File: config.mk
export PLATFORM = sky130hd
export DESIGN_NAME = avl_mem_tester_flat
export DESIGN_NICKNAME = d
export VERILOG_FILES = /design/src/rtl/avl_mem_tester_if.sv /design/src/rtl/avl_mem_tester.sv /design/src/flat_wrapper.sv
export SDC_FILE = /design/constraint.sdc
export NUM_CORES = 1
export LEC_CHECK = 0
export CAP_MARGIN = 20
export CORE_AREA = 5 5 144 160
export DETAILED_ROUTE_END_ITERATION = 7
export DIE_AREA = 0 0 149 165
export PLACE_DENSITY = 0.65
export SETUP_SLACK_MARGIN = 0.3
export SYNTH_ARGS = -nofsm -noshare
export SYNTH_HDL_FRONTEND = slang
export SYNTH_SLANG_ARGS = --single-unit
File: constraint.sdc
create_clock -name clk -period 3.84 [get_ports clk]
set_clock_uncertainty 0.1 [all_clocks]
set_input_delay 0.768 -clock clk [delete_from_list [all_inputs] [get_ports clk]]
set_output_delay 0.768 -clock clk [all_outputs]
set_load 0.01 [all_outputs]
File: src/rtl/avl_mem_tester_if.sv
// Avalon-MM burst bus between the memory tester and a memory controller.
//   master modport: drives address/burstbegin/burstcount/write/read/writedata,
//                   receives waitrequest_n, readdatavalid, readdata
//   slave modport : the mirror image, used by memory models
interface avl_mem_tester_if #(
    parameter int unsigned ADDR_W = 27,
    parameter int unsigned DATA_W = 32
) ();
    logic [ADDR_W-1:0] avl_address;
    logic              avl_burstbegin;
    logic [2:0]        avl_burstcount;
    logic              avl_write;
    logic              avl_read;
    logic [DATA_W-1:0] avl_writedata;
    logic              avl_waitrequest_n;
    logic              avl_readdatavalid;
    logic [DATA_W-1:0] avl_readdata;

    modport master (
        output avl_address, avl_burstbegin, avl_burstcount,
        output avl_write, avl_read, avl_writedata,
        input  avl_waitrequest_n, avl_readdatavalid, avl_readdata
    );

    modport slave (
        input  avl_address, avl_burstbegin, avl_burstcount,
        input  avl_write, avl_read, avl_writedata,
        output avl_waitrequest_n, avl_readdatavalid, avl_readdata
    );
endinterface

File: src/rtl/avl_mem_tester.sv
// Avalon-MM memory tester: writes TEST_WORDS words in bursts of BURST_LEN using
// one of four data patterns, reads them back one burst at a time and compares.
// Ports:
//   clk, reset          single clock, synchronous active-high reset
//   start, mode         one-cycle start request and pattern select
//   init_done           memory controller ready (only gates start)
//   avl                 Avalon master modport (command, write and read beats)
//   busy/complete/pass/fail/timeout  test status
//   err_count           saturating mismatch count
//   first_err_addr      word index of the first mismatch
module avl_mem_tester #(
    parameter int unsigned ADDR_W     = 27,
    parameter int unsigned DATA_W     = 32,
    parameter int unsigned BURST_LEN  = 1,
    parameter int unsigned TEST_WORDS = 1024,
    parameter int unsigned TIMEOUT    = 4096
) (
    input  logic              clk,
    input  logic              reset,
    input  logic              start,
    input  logic [1:0]        mode,
    input  logic              init_done,
    avl_mem_tester_if.master  avl,
    output logic              busy,
    output logic              complete,
    output logic              pass,
    output logic              fail,
    output logic              timeout,
    output logic [15:0]       err_count,
    output logic [ADDR_W-1:0] first_err_addr
);
    localparam int unsigned IDX_W  = $clog2(TEST_WORDS + 1);
    localparam int unsigned WD_W   = $clog2(TIMEOUT + 1);
    localparam int unsigned BEAT_W = 3;

    localparam logic [IDX_W-1:0]  LAST_IDX  = IDX_W'(TEST_WORDS - 1);
    localparam logic [BEAT_W-1:0] LAST_BEAT = BEAT_W'(BURST_LEN - 1);
    localparam logic [WD_W-1:0]   WD_LIMIT  = WD_W'(TIMEOUT - 1);
    localparam logic [31:0]       LFSR_SEED = 32'hACE1_0001;

    typedef enum logic [2:0] {
        S_IDLE,
        S_WRITE,
        S_RD_CMD,
        S_RD_WAIT,
        S_DONE
    } state_e;

    // Fibonacci LFSR, taps 32,22,2,1
    function automatic logic [31:0] lfsr_step(input logic [31:0] s);
        return {s[30:0], s[31] ^ s[21] ^ s[1] ^ s[0]};
    endfunction

    // Expected data for word index i; l is the LFSR value belonging to i
    function automatic logic [DATA_W-1:0] pattern(input logic [1:0]       m,
                                                  input logic [IDX_W-1:0] i,
                                                  input logic [31:0]      l);
        logic [DATA_W-1:0] iw;
        logic [DATA_W-1:0] p;
        int unsigned       sh;
        iw = DATA_W'(i);
        sh = 32'(i) % DATA_W;
        case (m)
            2'b00:   p = iw;
            2'b01:   p = DATA_W'(1) << sh;
            2'b10:   p = DATA_W'(l);
            default: p = ~iw;
        endcase
        return p;
    endfunction

    state_e            state_q, state_d;
    logic [1:0]        mode_q, mode_d;
    logic [IDX_W-1:0]  idx_q, idx_d;
    logic [BEAT_W-1:0] beat_q, beat_d;
    logic [31:0]       lfsr_q, lfsr_d;
    logic [WD_W-1:0]   wd_q, wd_d;
    logic [ADDR_W-1:0] addr_q, addr_d;
    logic              bb_q, bb_d;
    logic              wr_q, wr_d;
    logic              rd_q, rd_d;
    logic [DATA_W-1:0] wdata_q, wdata_d;
    logic              busy_q, busy_d;
    logic              complete_q, complete_d;
    logic              pass_q, pass_d;
    logic              fail_q, fail_d;
    logic              timeout_q, timeout_d;
    logic [15:0]       err_q, err_d;
    logic [ADDR_W-1:0] ferr_q, ferr_d;

    logic [IDX_W-1:0]  idx_inc;
    logic [31:0]       lfsr_inc;
    logic              rd_mismatch;
    logic              progress;

    assign idx_inc     = idx_q + IDX_W'(1);
    assign lfsr_inc    = lfsr_step(lfsr_q);
    assign rd_mismatch = (avl.avl_readdata != pattern(mode_q, idx_q, lfsr_q));

    // State register
    always_ff @(posedge clk) begin
        if (reset) begin
            state_q    <= S_IDLE;
            mode_q     <= 2'b00;
            idx_q      <= '0;
            beat_q     <= '0;
            lfsr_q     <= '0;
            wd_q       <= '0;
            addr_q     <= '0;
            bb_q       <= 1'b0;
            wr_q       <= 1'b0;
            rd_q       <= 1'b0;
            wdata_q    <= '0;
            busy_q     <= 1'b0;
            complete_q <= 1'b0;
            pass_q     <= 1'b0;
            fail_q     <= 1'b0;
            timeout_q  <= 1'b0;
            err_q      <= '0;
            ferr_q     <= '0;
        end else begin
            state_q    <= state_d;
            mode_q     <= mode_d;
            idx_q      <= idx_d;
            beat_q     <= beat_d;
            lfsr_q     <= lfsr_d;
            wd_q       <= wd_d;
            addr_q     <= addr_d;
            bb_q       <= bb_d;
            wr_q       <= wr_d;
            rd_q       <= rd_d;
            wdata_q    <= wdata_d;
            busy_q     <= busy_d;
            complete_q <= complete_d;
            pass_q     <= pass_d;
            fail_q     <= fail_d;
            timeout_q  <= timeout_d;
            err_q      <= err_d;
            ferr_q     <= ferr_d;
        end
    end

    // Next-state and registered-output logic
    always_comb begin
        state_d    = state_q;
        mode_d     = mode_q;
        idx_d      = idx_q;
        beat_d     = beat_q;
        lfsr_d     = lfsr_q;
        wd_d       = wd_q;
        addr_d     = addr_q;
        bb_d       = bb_q;
        wr_d       = wr_q;
        rd_d       = rd_q;
        wdata_d    = wdata_q;
        busy_d     = busy_q;
        complete_d = complete_q;
        pass_d     = pass_q;
        fail_d     = fail_q;
        timeout_d  = timeout_q;
        err_d      = err_q;
        ferr_d     = ferr_q;
        progress   = 1'b0;

        case (state_q)
            S_IDLE, S_DONE: begin
                if (start && init_done) begin
                    state_d    = S_WRITE;
                    mode_d     = mode;
                    idx_d      = '0;
                    beat_d     = '0;
                    lfsr_d     = LFSR_SEED;
                    wd_d       = '0;
                    addr_d     = '0;
                    bb_d       = 1'b1;
                    wr_d       = 1'b1;
                    rd_d       = 1'b0;
                    wdata_d    = pattern(mode, '0, LFSR_SEED);
                    busy_d     = 1'b1;
                    complete_d = 1'b0;
                    pass_d     = 1'b0;
                    fail_d     = 1'b0;
                    timeout_d  = 1'b0;
                    err_d      = '0;
                    ferr_d     = '0;
                end
            end

            S_WRITE: begin
                if (avl.avl_waitrequest_n) begin
                    progress = 1'b1;
                    if (idx_q == LAST_IDX) begin
                        // Last beat written: restart the generator for read-back
                        state_d = S_RD_CMD;
                        wr_d    = 1'b0;
                        rd_d    = 1'b1;
                        bb_d    = 1'b1;
                        addr_d  = '0;
                        idx_d   = '0;
                        beat_d  = '0;
                        lfsr_d  = LFSR_SEED;
                    end else begin
                        idx_d   = idx_inc;
                        lfsr_d  = lfsr_inc;
                        wdata_d = pattern(mode_q, idx_inc, lfsr_inc);
                        if (beat_q == LAST_BEAT) begin
                            beat_d = '0;
                            bb_d   = 1'b1;
                            addr_d = ADDR_W'(idx_inc);
                        end else begin
                            beat_d = beat_q + BEAT_W'(1);
                            bb_d   = 1'b0;
                        end
                    end
                end
            end

            S_RD_CMD: begin
                if (avl.avl_waitrequest_n) begin
                    progress = 1'b1;
                    state_d  = S_RD_WAIT;
                    rd_d     = 1'b0;
                    bb_d     = 1'b0;
                    beat_d   = '0;
                end
            end

            S_RD_WAIT: begin
                if (avl.avl_readdatavalid) begin
                    progress = 1'b1;
                    if (rd_mismatch) begin
                        if (err_q != 16'hFFFF) begin
                            err_d = err_q + 16'd1;
                        end
                        if (err_q == 16'd0) begin
                            ferr_d = ADDR_W'(idx_q);
                        end
                    end
                    idx_d  = idx_inc;
                    lfsr_d = lfsr_inc;
                    if (beat_q == LAST_BEAT) begin
                        beat_d = '0;
                        if (idx_q == LAST_IDX) begin
                            state_d    = S_DONE;
                            busy_d     = 1'b0;
                            complete_d = 1'b1;
                            pass_d     = (err_d == 16'd0);
                            fail_d     = (err_d != 16'd0);
                        end else begin
                            state_d = S_RD_CMD;
                            rd_d    = 1'b1;
                            bb_d    = 1'b1;
                            addr_d  = ADDR_W'(idx_inc);
                        end
                    end else begin
                        beat_d = beat_q + BEAT_W'(1);
                    end
                end
            end

            default: state_d = S_IDLE;
        endcase

        // Watchdog: any cycle without a handshake or read beat counts as idle
        if (state_q inside {S_WRITE, S_RD_CMD, S_RD_WAIT}) begin
            if (progress) begin
                wd_d = '0;
            end else if (wd_q == WD_LIMIT) begin
                state_d    = S_DONE;
                wr_d       = 1'b0;
                rd_d       = 1'b0;
                bb_d       = 1'b0;
                timeout_d  = 1'b1;
                busy_d     = 1'b0;
                complete_d = 1'b1;
                pass_d     = 1'b0;
                fail_d     = 1'b1;
            end else begin
                wd_d = wd_q + WD_W'(1);
            end
        end
    end

    assign avl.avl_address    = addr_q;
    assign avl.avl_burstbegin = bb_q;
    assign avl.avl_burstcount = 3'(BURST_LEN);
    assign avl.avl_write      = wr_q;
    assign avl.avl_read       = rd_q;
    assign avl.avl_writedata  = wdata_q;

    assign busy           = busy_q;
    assign complete       = complete_q;
    assign pass           = pass_q;
    assign fail           = fail_q;
    assign timeout        = timeout_q;
    assign err_count      = err_q;
    assign first_err_addr = ferr_q;
endmodule

File: src/flat_wrapper.sv
// flat-port wrapper written by rule: the top's interface ports become plain ports
module avl_mem_tester_flat 
#(
    parameter int unsigned ADDR_W     = 27,
    parameter int unsigned DATA_W     = 32,
    parameter int unsigned BURST_LEN  = 1,
    parameter int unsigned TEST_WORDS = 1024,
    parameter int unsigned TIMEOUT    = 4096
)
  (clk, reset, start, mode, init_done, busy, complete, pass, fail, timeout, err_count, first_err_addr, avl_avl_address, avl_avl_burstbegin, avl_avl_burstcount, avl_avl_write, avl_avl_read, avl_avl_writedata, avl_avl_waitrequest_n, avl_avl_readdatavalid, avl_avl_readdata);
  avl_mem_tester_if #(.ADDR_W(ADDR_W), .DATA_W(DATA_W)) avl_i ();
  input  logic clk;
  input  logic reset;
  input  logic start;
  input  logic [1:0] mode;
  input  logic init_done;
  output logic busy;
  output logic complete;
  output logic pass;
  output logic fail;
  output logic timeout;
  output logic [15:0] err_count;
  output logic [ADDR_W-1:0] first_err_addr;
  output wire logic [$bits(avl_i.avl_address)-1:0] avl_avl_address;
  output wire logic [$bits(avl_i.avl_burstbegin)-1:0] avl_avl_burstbegin;
  output wire logic [$bits(avl_i.avl_burstcount)-1:0] avl_avl_burstcount;
  output wire logic [$bits(avl_i.avl_write)-1:0] avl_avl_write;
  output wire logic [$bits(avl_i.avl_read)-1:0] avl_avl_read;
  output wire logic [$bits(avl_i.avl_writedata)-1:0] avl_avl_writedata;
  input wire logic [$bits(avl_i.avl_waitrequest_n)-1:0] avl_avl_waitrequest_n;
  input wire logic [$bits(avl_i.avl_readdatavalid)-1:0] avl_avl_readdatavalid;
  input wire logic [$bits(avl_i.avl_readdata)-1:0] avl_avl_readdata;
  assign avl_avl_address = avl_i.avl_address;
  assign avl_avl_burstbegin = avl_i.avl_burstbegin;
  assign avl_avl_burstcount = avl_i.avl_burstcount;
  assign avl_avl_write = avl_i.avl_write;
  assign avl_avl_read = avl_i.avl_read;
  assign avl_avl_writedata = avl_i.avl_writedata;
  assign avl_i.avl_waitrequest_n = avl_avl_waitrequest_n;
  assign avl_i.avl_readdatavalid = avl_avl_readdatavalid;
  assign avl_i.avl_readdata = avl_avl_readdata;
  avl_mem_tester #(.ADDR_W(ADDR_W), .DATA_W(DATA_W), .BURST_LEN(BURST_LEN), .TEST_WORDS(TEST_WORDS), .TIMEOUT(TIMEOUT)) u_core (.clk(clk), .reset(reset), .start(start), .mode(mode), .init_done(init_done), .avl(avl_i), .busy(busy), .complete(complete), .pass(pass), .fail(fail), .timeout(timeout), .err_count(err_count), .first_err_addr(first_err_addr));
endmodule
==> results of run 1 <==
[area by class of cell]
type                       count  share of cell area (%)
sequential                   142                   25.15
inverter                      24                  0.8899
multi-input combinational    882                   46.63
timing repair buffer         226                   18.91
tap                          290                   3.186
clock inverter                15                   1.505
clock buffer                  17                   3.735
[per-stage QoR]
step	TNS (ns)	instances	power [mW]
CTS	0	1584	3.829
detailed placement	-0.6209	1544	2.135
floorplan	0	1167	1.916
global placement	-0.5444	1544	2.131
global route	-0.009818	1596	3.979
finish	0	1596	3.829
[path summary, 6_finish.rpt]
kind | startpoint | endpoint | slack, ns
setup / recovery | u_core.idx_q[3] | u_core.fail | 0.09
hold / removal | u_core.avl.avl_writedata[31] | u_core.avl.avl_writedata[31] | 0.36
setup reg to reg | u_core.idx_q[3] | u_core.fail | 0.09
hold reg to reg | u_core.avl.avl_writedata[31] | u_core.avl.avl_writedata[31] | 0.36
[sequential cells by signal (all words and copies together), names as in the netlist, 11 cells and up]
signal / count
u_core.lfsr_q: 32
u_core.first_err_addr: 11
u_core.err_count: 16
u_core.wd_q: 13
u_core.avl.avl_writedata: 32
u_core.idx_q: 11
u_core.avl.avl_address: 11
[critical path: stages, from the launching register on]
cell       delay, ns
dfxtp_4         0.43
buf_4           0.22
nand2b_1        0.10
buf_4           0.15
o311a_1         0.32
a211oi_2        0.23
a211oi_2        0.05
buf_4           0.15
nand4_1         0.14
nor4_4          0.09
buf_4           0.16
clkbuf_16       0.14
buf_4           0.14
a2111oi_2       0.28
o221ai_2        0.14
or4b_4          0.56
a41o_1          0.23
[power groups by stage]
| stage | Combinational (mW) | Sequential (mW) | Clock, mW |
|---|---|---|---|
| finish | 0.593 | 1.55 | 1.68 |
| global route | 0.645 | 1.56 | 1.77 |
| CTS | 0.569 | 1.55 | 1.71 |
| detailed placement | 0.546 | 1.59 | 0 |
| global placement | 0.542 | 1.59 | 0 |
| floorplan | 0.322 | 1.59 | 0 |
[cell families after synthesis]
| logic type | Yosys count | synth area share (%) |
|---|---|---|
| flops | 142 | 34.14 |
| xor+xnor | 43 | 4.523 |
| mux | 9 | 1.097 |
| simple gates | 460 | 26.99 |
| fa+ha+maj | 11 | 1.653 |
| buf+inv | 143 | 8.144 |
| other cells | 2 | 0.09019 |
| compound gates | 324 | 23.37 |
[layout by cell type (no fill, tap or decap), types with 8 or more instances in the layout]
cell,synthesis,final
nor2_1,143,139
dfxtp_1,142,135
clkdlybuf4s50_1,0,116
a21oi_1,120,115
buf_4,36,94
nor3_1,77,76
nand2_1,77,75
o21ai_0,78,65
nand3_1,48,48
conb_1,2,35
xor2_1,24,24
nand2b_1,25,24
a22oi_1,22,21
inv_1,24,20
clkbuf_16,0,20
o21ai_1,10,18
xnor2_1,19,18
a31oi_1,18,15
and3_1,14,14
nand4_1,13,13
o211ai_1,9,9
o22ai_1,10,9
or3_1,9,8
nor3b_1,10,8
nand3b_1,8,8
[per-layer routing]
layer / up-vias / wire length (microns) / GRT usage (%)
met5: - / 0 / 0
met3: 64 / 1816 / 4.226
li1: 4327 / - / -
met2: 336 / 14230 / 39.41
met1: 4214 / 12320 / 29.16
met4: 0 / 912 / 7.824
[timing repair]
| action | CTS | global route |
|---|---|---|
| setup buffers | 7 | 10 |
| gates cloned | 1 | 2 |
| resized for setup | 61 | 43 |
| pin swaps | 16 | 17 |
| setup endpoints to repair | 10 | 27 |
==> results.toml, run 1 <==
[outcome]
outcome = "completed"

[detailed_routing]
final_antenna_net_count = 0
drc = 0
first_pass_iters = 5
vias_per_cell = 5.602
dr_total_vias = 8941
routed_wl_mm = 29.27
wl_per_cell_microns = 18.34
drt_iter0_markers = 676

[clock_network]
clockRootBuffer = "clkbuf_16"
cts_buffers = 17
hold_buffers = 0
htreeDepth = 4
cts.sinks = 142
cts_tree = "done"
path_clk_slew_ns = 0.07
clock_latency_ns = 0.43
clock_path_buffers = 2

[logic_synthesis]
synth_edf_count = 0
synth.largest_area_cell = "dfxtp_1"
yosysMostFrequentCell = "nor2_1"
netlist_area_sq_um = 8327
netlist.area_leader.share_pct = 34.14
synth.avg_cell_area_sq_um = 7.343
synthTopCellsByCount = "nor2_1 (143), dfxtp_1 (142), a21oi_1 (120)"
synth_area_leaders = "dfxtp_1 (34%), a21oi_1 (7.2%), nor2_1 (6.4%)"
synth-seq-cells = 142
async_reset_ff_share_pct = 0
synth_cell_types = 67
syn_inst = 1134
ys_seq_area_share_pct = 34.14
yosys_warnings = 0
synthFlopType = "dfxtp_1"

[worst_setup_path]
r2r_cells = 16
worstPathMaxFanout = 10
critPathKind = "reg -> reg"
cp-start-kind = "flip-flop"
cp.required_ns = 4.06
critPathArrivalTime_ns = 3.97
end_kind = "flip-flop"

[finish]
final_area_sq_um = 11390
multiInputGateArea_sq_um = 5310
seq_area_sq_um = 2864
fin_util_pct = 53.82
drive_above_1_share_pct = 16.77
antennaDiodeCount = 0
area_growth_pct = 36.77
fillers = 2053
final_nets = 1344

[placement]
placed_cell_area_sq_um = 10160
finalWeightedCongestion = 0.9546
portBuffers = 117
dp_hpwl_mm = 21.34
pre_cts_slack_ns = -0.3695

[timing]
finalCritPeriodShare_pct = 97.62
layout_setup_ws_ns = 0.09136
hold_viol_final = 0
fin_hold_ws_ns = 0.3575
slew_violations = 0
period_needed_ns = 3.749
maxSlewHeadroom_pct = 30.15
fmax_ghz = 0.2668
rsz0062_at_grt = "yes"
worst_pin_slew_ns = 1.047
setup_viol = 0

[floorplanning]
die_h_microns = 165
coreArea_sq_um = 21160
fp-row-count = 56
start_util_pct = 39.35
design.die.area_sq_um = 24590
die_width_microns = 149
io_pins = 153

[grt]
grt_max_degree = 64
first_global_vias = 8443
grt_pass1_wl_mm = 45.44
antenna_found_initial = 0
grt_overflow = 0
grt_usage_pct = 23.01

[flow_run]
cap_violations = 0

[power]
leakagePower_nw = 4.124
pwr-share-seq_pct = 40.6
combPwrFrac_pct = 15.5
p_sw_share_pct = 29.39
intPower_mw = 2.704
p_switching_mw = 1.125
power_density_nw_per_um2 = 336.2
ir_worst_vdd_mv = 0.3116
power_frac_clock_pct = 43.9

[hold_path]
min_path_cells = 2
hold_class = "reg -> reg"
No activity file was read; power rests on OpenSTA's default activity.
==> run 2: changes to the inputs <==
--- a/config.mk
+++ b/config.mk
@@ -6,10 +6,10 @@
 export NUM_CORES = 1
 export LEC_CHECK = 0
 export CAP_MARGIN = 20
-export CORE_AREA = 5 5 144 160
+export CORE_AREA = 5 5 193 120
 export DETAILED_ROUTE_END_ITERATION = 7
-export DIE_AREA = 0 0 149 165
-export PLACE_DENSITY = 0.65
+export DIE_AREA = 0 0 198 125
+export DONT_BUFFER_PORTS = 1
 export SETUP_SLACK_MARGIN = 0.3
 export SYNTH_ARGS = -nofsm -noshare
 export SYNTH_HDL_FRONTEND = slang
==> run 2 against run 1 <==
Flip-flop and latch count unchanged. Cell count decreased by 7.6%. Global-route usage increased by 1.8 points. Clock power increased by 11%. Core utilization decreased by 6.5 points. Critical path depth decreased by 5. Critical endpoint unchanged. Highest routed layer unchanged.
==> results.toml, run 2 (synthesis results as in run 1) <==
[outcome]
outcome = "completed"

[finish]
fillers = 2132
layout_commonest_cell = "nor2_1"
final_cell_mix = "nor2_1 (141), dfxtp_1 (135), a21oi_1 (117), buf_4 (94), nor3_1 (75)"
final_nets = 1226
drive_above_1_share_pct = 17.76
final_cells = 1474
fin_util_pct = 47.30
area_growth_pct = 21.79
antennaDiodeCount = 0

[worst_setup_path]
cp.required_ns = 4.07
cp-start-kind = "flip-flop"
worstPathMaxFanout = 7
end_kind = "flip-flop"
critPathArrivalTime_ns = 3.91
r2r-start = "u_core.idx_q[2]"
r2r_cells = 11
r2r_end = "u_core.fail"
r2r_setup_slack_ns = 0.17
critPathKind = "reg -> reg"

[floorplanning]
io_pins = 153
design.die.area_sq_um = 24750
coreArea_sq_um = 21440
fp-row-count = 42
start_util_pct = 38.84
die_width_microns = 198
die_h_microns = 125

[detailed_routing]
vias_per_cell = 5.922
wl_per_cell_microns = 21.61
dr_total_vias = 8729
drc = 0
final_antenna_net_count = 0
routed_wl_mm = 31.86
drt_iter0_markers = 1346
first_pass_iters = 5

[grt]
grt_overflow = 0
grt_max_degree = 124
first_global_vias = 7516
grt_pass1_wl_mm = 47.76
antenna_found_initial = 0
grt_usage_pct = 24.78

[timing]
fmax_ghz = 0.2721
setup_viol = 0
slew_violations = 0
maxSlewHeadroom_pct = 32.20
period_needed_ns = 3.675
hold_viol_final = 0
worst_pin_slew_ns = 1.013
finalCritPeriodShare_pct = 95.70
fin_hold_ws_ns = 0.2957
rsz0062_at_grt = "yes"
fin_setup_tns_ns = 0

[placement]
dpl.cell_count = 1432
dp_hpwl_mm = 23.45
portBuffers = 0
finalWeightedCongestion = 1.004

[clock_network]
htreeDepth = 4
cts_buffers = 17
cts.sinks = 142
clock_latency_ns = 0.44
clockRootBuffer = "clkbuf_16"
path_clk_slew_ns = 0.06
clock_path_buffers = 2
cts_tree = "done"

[hold_path]
hold_class = "in -> reg"
min_path_cells = 1
worstHoldEndpoint = "u_core.avl.avl_address[2]"
min_from = "reset"

[flow_run]
cap_violations = 0

[power]
leakagePower_nw = 3.715
power_density_nw_per_um2 = 384.5
ir_worst_vdd_mv = 0.4388
[run 2: cell types whose count changed in the layout (fill, tap and decap cells not counted), moves of 3 or more]
cell	previous run	this run
clkdlybuf4s50_1	116	0
o21ai_0	65	54
buf_12	7	3
clkinvlp_4	4	0
inv_8	6	2
o21ai_1	18	22
o21ai_2	4	8
a211oi_1	4	7
a211oi_2	4	1
a21oi_2	5	2
bufinv_16	1	4
nor2b_2	0	3
o21ai_4	1	4
[run 2: layout make-up]
type / instances / area (sq um) / area share [%]
inverter: 24 / 90.09 / 0.8883
timing repair buffer: 107 / 899.6 / 8.871
clock buffer: 19 / 452.9 / 4.466
tap: 286 / 357.8 / 3.529
clock inverter: 13 / 200.2 / 1.974
multi-input combinational: 883 / 5276 / 52.03
sequential: 142 / 2864 / 28.24
[run 2: critical path, stage by stage, from the launching register on]
cell      delay (ns)
dfxtp_4         0.38
or4b_4          0.60
o21ai_2         0.17
xor2_1          0.09
nor4_2          0.38
nand4_1         0.23
nor4_4          0.36
buf_6           0.18
o21a_1          0.15
o221ai_2        0.11
or4b_4          0.58
a41o_1          0.24
[run 2: worst max-delay path by stage]
stage	startpoint	end	slack, ns	cells after the start
5_1_grt	u_core.idx_q[2]	u_core.fail	0.07	14
2_1_floorplan	u_core.idx_q[3]	u_core.fail	0.30	13
3_5_place_dp	u_core.idx_q[3]	u_core.fail	-0.18	11
4_1_cts	u_core.idx_q[2]	u_core.fail	0.15	11
3_3_place_gp	u_core.idx_q[3]	u_core.fail	-0.18	11
6_report	u_core.idx_q[2]	u_core.fail	0.17	11
[run 2: through the flow]
stage / setup WS [ns] / area (sq um) / total power, mW
2_1_floorplan: 0.3038 / 8482 / 1.916
3_3_place_gp: -0.1780 / 9041 / 2.014
3_5_place_dp: -0.1815 / 9041 / 2.017
4_1_cts: 0.1538 / 9901 / 3.898
5_1_grt: 0.06639 / 10140 / 4.037
6_report: 0.1650 / 10140 / 3.899
[run 2: routing by layer]
layer  vias up  share of wire, %  track usage (%)
met3        33                15            12.10
met1      4159                48            39.83
met5         -                 0                0
met4         0               1.0            4.816
li1       4085                 -                -
met2       452                36            28.49
[run 2: repair_timing]
action,in CTS,in global routing
gates resized for setup,54,43
endpoints found under the setup margin,37,37
hold buffers,0,0
pin swaps,11,5
gates cloned,1,2
buffers inserted,4,3
[run 2: power breakdown]
part           switching [mW]  leakage, nW  internal [mW]  total (mW)
Clock                   0.721        0.322           1.14        1.86
Combinational           0.293         2.23          0.168       0.461
Sequential             0.0606         1.16           1.52        1.58
